## config.mk

```make
export PLATFORM = sky130hd
export DESIGN_NAME = shiftrows_stream
export DESIGN_NICKNAME = d
export VERILOG_FILES = /design/src/rtl/shiftrows_pkg.sv /design/src/rtl/shiftrows_core.sv /design/src/rtl/shiftrows_stream.sv
export SDC_FILE = /design/constraint.sdc
export NUM_CORES = 1
export LEC_CHECK = 0
export CORE_UTILIZATION = 53
export CTS_BUF_LIST = sky130_fd_sc_hd__clkbuf_8
export DETAILED_ROUTE_END_ITERATION = 8
export HOLD_SLACK_MARGIN = 0.06
export PLACE_DENSITY_LB_ADDON = 0.2
export SLEW_MARGIN = 20
export SYNTH_ARGS = -nofsm -noshare
export SYNTH_HDL_FRONTEND = slang
export SYNTH_SLANG_ARGS = --single-unit
```

## constraint.sdc

```tcl
create_clock -name clk -period 2 [get_ports clk]
set_input_delay 0.6 -clock clk [delete_from_list [all_inputs] [get_ports clk]]
set_output_delay 0.6 -clock clk [all_outputs]
set_load 0.005 [all_outputs]
```

## src/rtl/shiftrows_pkg.sv

```systemverilog
`default_nettype none
// ============================================================================
//  Module   : shiftrows_pkg
//  Purpose  : Shared constants and row-offset helpers for the ShiftRows path.
//  Revision : 1.0 - initial release
// ============================================================================
package shiftrows_pkg;

   localparam int c_rows   = 4;
   localparam int c_byte_w = 8;

   // The only state widths Rijndael defines for this datapath.
   localparam int c_nb_128 = 4;
   localparam int c_nb_192 = 6;
   localparam int c_nb_256 = 8;

   function automatic bit nb_is_legal(input int nb);
      return (nb == c_nb_128) || (nb == c_nb_192) || (nb == c_nb_256);
   endfunction

   // Number of bits held by one row of the state.
   function automatic int row_bits(input int nb);
      return c_byte_w * nb;
   endfunction

   // Rotation amount C_r for row r.
   function automatic int row_offset(input int nb, input int r);
      int off;
      case (r)
         1:       off = 1;
         2:       off = (nb == c_nb_256) ? 3 : 2;
         3:       off = (nb == c_nb_256) ? 4 : 3;
         default: off = 0;
      endcase
      return off;
   endfunction

endpackage
`default_nettype wire

```

## src/rtl/shiftrows_core.sv

```systemverilog
`default_nettype none
// ============================================================================
//  Module   : shiftrows_core
//  Purpose  : Combinational ShiftRows / InvShiftRows byte permutation.
//  Revision : 1.0 - initial release
// ============================================================================
module shiftrows_core
   import shiftrows_pkg::*;
#(
   parameter int NB = 4
) (
   input  logic [c_rows*c_byte_w*NB-1:0] state,
   input  logic                          inv,
   output logic [c_rows*c_byte_w*NB-1:0] shifted
);

   localparam int c_w     = c_rows * row_bits(NB);
   localparam int c_row_w = row_bits(NB);

   for (genvar r = 0; r < c_rows; r++) begin : g_row
      for (genvar c = 0; c < NB; c++) begin : g_col
         // Forward rotates the row left, inverse rotates it right.
         localparam int c_src_fwd = (c + row_offset(NB, r)) % NB;
         localparam int c_src_inv = (c + NB - row_offset(NB, r)) % NB;
         localparam int c_dst_msb = c_w - 1 - r * c_row_w - c * c_byte_w;
         localparam int c_fwd_msb = c_w - 1 - r * c_row_w - c_src_fwd * c_byte_w;
         localparam int c_inv_msb = c_w - 1 - r * c_row_w - c_src_inv * c_byte_w;

         assign shifted[c_dst_msb -: c_byte_w] = inv ? state[c_inv_msb -: c_byte_w]
                                                     : state[c_fwd_msb -: c_byte_w];
      end
   end

endmodule
`default_nettype wire

```

## src/rtl/shiftrows_stream.sv

```systemverilog
`default_nettype none
// ============================================================================
//  Module   : shiftrows_stream
//  Purpose  : Registered ShiftRows / InvShiftRows stage with a 2-entry
//             valid/ready output buffer.
//  Revision : 1.0 - initial release
// ============================================================================
module shiftrows_stream
   import shiftrows_pkg::*;
#(
   parameter int NB    = 4,
   parameter int DEPTH = 2
) (
   input  logic                          clk,
   input  logic                          rst_n,
   input  logic                          in_valid,
   output logic                          in_ready,
   input  logic                          in_inv,
   input  logic [c_rows*c_byte_w*NB-1:0] in_data,
   output logic                          out_valid,
   input  logic                          out_ready,
   output logic [c_rows*c_byte_w*NB-1:0] out_data,
   output logic                          out_inv,
   output logic [1:0]                    occupancy
);

   localparam int c_w = c_rows * row_bits(NB);

   if (!nb_is_legal(NB)) begin : g_bad_nb
      $error("shiftrows_stream: NB must be 4, 6 or 8");
   end

   if (DEPTH != 2) begin : g_bad_depth
      $error("shiftrows_stream: DEPTH must be 2");
   end

   logic [c_w-1:0] w_shifted;
   logic           w_push;
   logic           w_pop;

   logic [c_w-1:0] r_mem [2];
   logic [1:0]     r_mem_inv;
   logic           r_wr_ptr;
   logic           r_rd_ptr;
   logic [1:0]     r_count;

   shiftrows_core #(
      .NB (NB)
   ) u_core (
      .state   (in_data),
      .inv     (in_inv),
      .shifted (w_shifted)
   );

   // in_ready depends only on the count register, never on out_ready.
   assign in_ready  = (r_count != 2'd2);
   assign out_valid = (r_count != 2'd0);
   assign occupancy = r_count;
   assign out_data  = out_valid ? r_mem[r_rd_ptr]     : '0;
   assign out_inv   = out_valid ? r_mem_inv[r_rd_ptr] : 1'b0;

   assign w_push = in_valid && in_ready;
   assign w_pop  = out_valid && out_ready;

   always_ff @(posedge clk or negedge rst_n) begin
      if (!rst_n) begin
         r_mem[0]  <= '0;
         r_mem[1]  <= '0;
         r_mem_inv <= '0;
         r_wr_ptr  <= 1'b0;
         r_rd_ptr  <= 1'b0;
         r_count   <= 2'd0;
      end else begin
         if (w_push) begin
            r_mem[r_wr_ptr]     <= w_shifted;
            r_mem_inv[r_wr_ptr] <= in_inv;
            r_wr_ptr            <= ~r_wr_ptr;
         end
         if (w_pop) begin
            r_rd_ptr <= ~r_rd_ptr;
         end
         case ({w_push, w_pop})
            2'b10:   r_count <= r_count + 2'd1;
            2'b01:   r_count <= r_count - 2'd1;
            default: r_count <= r_count;
         endcase
      end
   end

endmodule
`default_nettype wire
```

# ---- Yosys cells after proc, flatten, opt, wreduce, memory -nomap -nowiden
# Cells that the tools add are included.
dict set report totals {
  ff_bits 262
  output_inout_bits 133
  word_cells 49
}
dict set report op_classes {
  n_addsub 2
  magnitude_cmp 6
  n_eq_ne 3
  n_mux 22
  bitwise 4
  n_reduce_logical 6
}
# op count
set op_table {}
lappend op_table {{$mux 128} 5}
lappend op_table {{$bwmux 256} 1}
lappend op_table {{$demux 128 s1} 1}
lappend op_table {{$mux 8} 8}
lappend op_table {{$ge 2x2->1 const B} 2}
lappend op_table {{$logic_and 1x1->1} 4}
lappend op_table {{$lt 1x2->1 const B} 2}
lappend op_table {{$mux 1} 4}
lappend op_table {{$not 1->2} 2}
lappend op_table {{$pmux 2 s2} 1}
lappend op_table {{$reduce_bool 2->1} 2}
lappend op_table {{$add 2x1->2 const B} 1}
lappend op_table {{$bwmux 2} 1}
lappend op_table {{$eq 2x1->1 const B} 1}
lappend op_table {{$eq 2x2->1 const B} 1}
lappend op_table {{$lt 2x1->1 const B} 1}
lappend op_table {{$ne 2x2->1 const B} 1}
lappend op_table {{$not 1->1} 2}
lappend op_table {{$sub 2x1->2 const B} 1}
lappend op_table {{$demux 1 s1} 1}
lappend op_table {{$ge 1x1->1 const B} 1}

# ---- Depth between registers and ports, before layout
dict set report logic_depth {
  word_depth 6
  depth_mapped 7
}

# ---- Modules after synthesis
# From an unflattened synthesis, not the netlist that was laid out.
dict set report unflattened {
  cells_unflattened 984
  hier_area_um2 13476.7
}
# module instances cells_each area_per_inst_um2 seq_area_each_um2
set by_module_without_submodules {}
lappend by_module_without_submodules {shiftrows_stream 1 849 11918.9 6556.3}
lappend by_module_without_submodules {shiftrows_core 1 135 1557.7 0.0}

# ---- Worst setup path after synthesis
# OpenSTA, ideal clock, no wires.
dict set report synth_timing {
  kind {register to output}
  from {register r_count[0], in the netlist occupancy[0]}
  to {output port out_data[100]}
  arrival_time_ns 1.260
  required_time_ns 1.400
  path_slack_ns 0.140
  stages_incl_launch_ff 5
  n_path_buf 2
  cell_sequence {dfrtp_1 -> nor2_1 -> clkbuf_1 -> clkbuf_1 -> nor2_1}
}
dict set report synth_via {
  elab_chain_len 2
}
# element line_no
set synth_lines {}
lappend synth_lines {{from (decl)} shiftrows_stream.sv:45} ;# logic [1:0] r_count;
lappend synth_lines {{from (signal assigned)} shiftrows_stream.sv:83} ;# 2'b10: r_count <= r_count + 2'd1;
lappend synth_lines {{from (signal assigned)} shiftrows_stream.sv:84} ;# 2'b01: r_count <= r_count - 2'd1;
lappend synth_lines {{from (signal assigned)} shiftrows_stream.sv:85} ;# default: r_count <= r_count;
lappend synth_lines {{$reduce_bool 2->1} shiftrows_stream.sv:57} ;# assign out_valid = (r_count != 2'd0);
lappend synth_lines {{$mux 128} shiftrows_stream.sv:59} ;# assign out_data = out_valid ? r_mem[r_rd_ptr] : '0;
lappend synth_lines {{to (decl)} shiftrows_stream.sv:22} ;# output logic [c_rows*c_byte_w*NB-1:0] out_data,
# Every way passes these cells.

# ---- Worst setup path after layout
dict set report layout_timing {
  from {register r_rd_ptr}
  to {output port out_data[27]}
}
dict set report layout_via {
  elab_chain_len 5
}
# element line_no
set layout_lines {}
lappend layout_lines {{from (decl)} shiftrows_stream.sv:44} ;# logic r_rd_ptr;
lappend layout_lines {{from (signal assigned)} shiftrows_stream.sv:80} ;# r_rd_ptr <= ~r_rd_ptr;
lappend layout_lines {{$not 1->2 (not written as such)} shiftrows_stream.sv:59}
lappend layout_lines {{$mux 128 (not written as such) (3 in series)} shiftrows_stream.sv:59}
lappend layout_lines {{$mux 128} shiftrows_stream.sv:59}
# Every way passes these cells. The select of a mux whose other input is x is not followed.

==> results.toml <==
[run_status]
status = "complete, but fails checks"
violations = "setup timing"

[routing]
vias = 8419
drtAntennaViolNets = 0
firstDrtPassIters = 4
dr.first_iter.drc_count = 349
drc_errors = 0
via_per_inst = 5.26
wirelength_mm = 30.7
routedWlPerCell_um = 19.2

[sta]
timing.final.crit_share_pct = 123
max_freq_mhz = 406
max-slew-margin-rel_pct = 63.2
setup_viol = 130
maxSlewViolCount = 0
worst_slack_ns = -0.463
rsz0062_at_grt = "yes"
tns_ns = -45.04
min_period_ns = 2.46
skew_ns = 0.00839
hold_viol = 0
worstMarginPinSlew_ns = 0.551

[critical_path]
critical_path.max_stage_delay_ns = 0.52
critPathLaunchType = "flop"
path_max_fanout = 15
worstPathArrival_ns = 1.86
rr_worst_depth = 8
path_depth = 5
worstPathCellList = "buf_12, buf_16, mux2i_2, nor2_1, buf_2"
critPathCaptureType = "output pin"
crit_buf_inv = 3
worstSetupPathType = "flop to output pin"
required_ns = 1.40
crit_family = "flip-flops"
slowest_stage = "dfrtp_4"

[power]
combPwrFrac_pct = 50.3
pwr-share-clk_pct = 16.3
max-vdd-ir-drop_v = 0.000944
swShare_pct = 33.7
p_int_w = 0.0192
seqPwrFrac_pct = 33.4
p_leak_nw = 7.69
p_per_area_mw_per_mm2 = 1710
power_w = 0.0289
total_switching_power_w = 0.00973

[min_path]
hold_path.class = "flop to flop"
whs_path_depth = 1

[clocking]
htree_levels = 2
clockBufferDepth = 3
clock_latency_ns = 0.54
cts_tree = "built"
numCtsBuffers = 44
path_clk_slew_ns = 0.06
cts_root_buf = "clkbuf_8"
cts_sinks = 262

[yosys]
synth_fp_nets = 1054
yosys_register_bits = 262
syn_area_sq_mm = 0.0127
yosysUniqueCellTypes = 22
netlist.area_leader.share_pct = 51.7
syn-instance-count = 920
avgSynthCellArea_sq_um = 13.8
netlist.top_cell.by_area = "dfrtp_1"
synth_area_leaders = "dfrtp_1 (52%), mux2_2 (28%), mux2i_1 (10%)"
synth_seq_area_share_pct = 51.7
ys.warnings.count = 0

[floorplan]
start_util_pct = 54.0
die_h_um = 157
num_rows = 56
dieArea_sq_mm = 0.0245
fp.dieW_um = 157
io_pins = 266
coreArea_sq_mm = 0.0235

[layout]
nets = 1385
layout_commonest_cell = "mux2_2"
postLayoutCoreUtil_pct = 71.9
drive_above_1_share_pct = 49.0
diodes = 0
most-common-layout-cells = "mux2_2 (311), dfrtp_1 (261), clkdlybuf4s50_1 (130)"
area_growth_syn_to_layout_pct = 33.2
fin_cells = 1601
fin_area_sq_mm = 0.0169

[place]
dp_hpwl_mm = 19.9
placed_area_sq_mm = 0.0159
portBuffers = 265
gp_congestion = 0.804
dpl.cell_count = 1494

[grt]
grt_max_degree = 61
grt_pass1_vias = 8781
grt_overflow = 0
grt_pass1_wl_mm = 46.6
grt_antenna_before_repair = 0
grt_usage_pct = 24.5

[flow_run]
drv_cap = 0
-- final cells by class --
type,instances,area [sq um]
fill,1641,6590
inverter,1,6.26
timing repair buffer,349,3360
clock inverter,21,116
sequential,262,6560
multi-input combinational,593,5670
tap,319,399
clock buffer,56,771
-- power by group through the flow --
| stage | logic, W | registers, W | clock network, W |
|---|---|---|---|
| finish | 0.0145 | 0.00966 | 0.00471 |
| global route | 0.0157 | 0.00998 | 0.00505 |
| global placement | 0.0148 | 0.00947 | 0 |
| detailed placement | 0.0150 | 0.00960 | 0 |
| floorplan | 0.00841 | 0.00909 | 0 |
| CTS | 0.0141 | 0.00952 | 0.00483 |
-- synth_stat cells, drive strengths merged --
cell and count:
mux2i 129, buf 48, xnor2 3, clkbuf 16, xor2 2, nand2b 1
nor2 131, dfrtp 262, nand2 1, and3b 1, and2 1, mux2 322
ha 1, inv 1, and3 1
-- logic make-up (layout without fill, tap and decap cells) --
logic type    Yosys count  after routing  synth area share [%]
xor+xnor                5              5                 0.346
fa+ha+maj               1              1                0.0987
buf+inv                65            427                  4.48
flops                 262            262                  51.7
mux                   451            451                  39.1
simple gates          136            136                  4.25
-- stage by stage --
step	setup WS [ns]	hold slack, ns
finish	-0.463	0.502
global route	-0.534	0.512
CTS	-0.524	0.497
detailed placement	-0.248	0.491
global placement	-0.244	0.484
floorplan	0.140	0.304
-- what timing repair did --
item / 4_1_cts / 5_1_grt
buffers inserted: 9 / 10
hold buffers: 1 / 0
gates resized for setup: 355 / 217
setup endpoints to repair: 133 / 168
pin swaps: 28 / 40
endpoints found under the hold margin: 45 / 0
cloned: 5 / 8
-- registers in the layout, indices dropped and copies added (netlist names) --
register / count
r_wr_ptr: 1
r_rd_ptr: 1
r_mem: 256
r_mem_inv: 2
occupancy: 2
-- path summary, 6_finish.rpt --
check / start / end / slack, ns
max: r_rd_ptr / out_data[27] / -0.46
min: r_wr_ptr / r_wr_ptr / 0.50
max reg2reg: occupancy[0] / r_mem[216] / 0.08
min reg2reg: r_wr_ptr / r_wr_ptr / 0.50
max in group asynchronous: rst_n / r_mem[76] / 0.76
min in group asynchronous: rst_n / r_mem[41] / 0.60
-- metal layers --
metal,up-vias,part of all wire [%],GRT usage (%)
li1,3899,-,-
met1,4254,43,31.8
met2,218,50,41.1
met3,48,5.1,5.21
met4,0,2.0,7.61
met5,-,0,0
-- worst reg2reg max path, delay by kind of cell, from the launching register on --
kind	cells	cell delay [ns]
buf+inv	5	0.67
flops	1	0.40
mux	1	0.38
simple gates	2	0.35
Power figures use the tool's default switching activity.
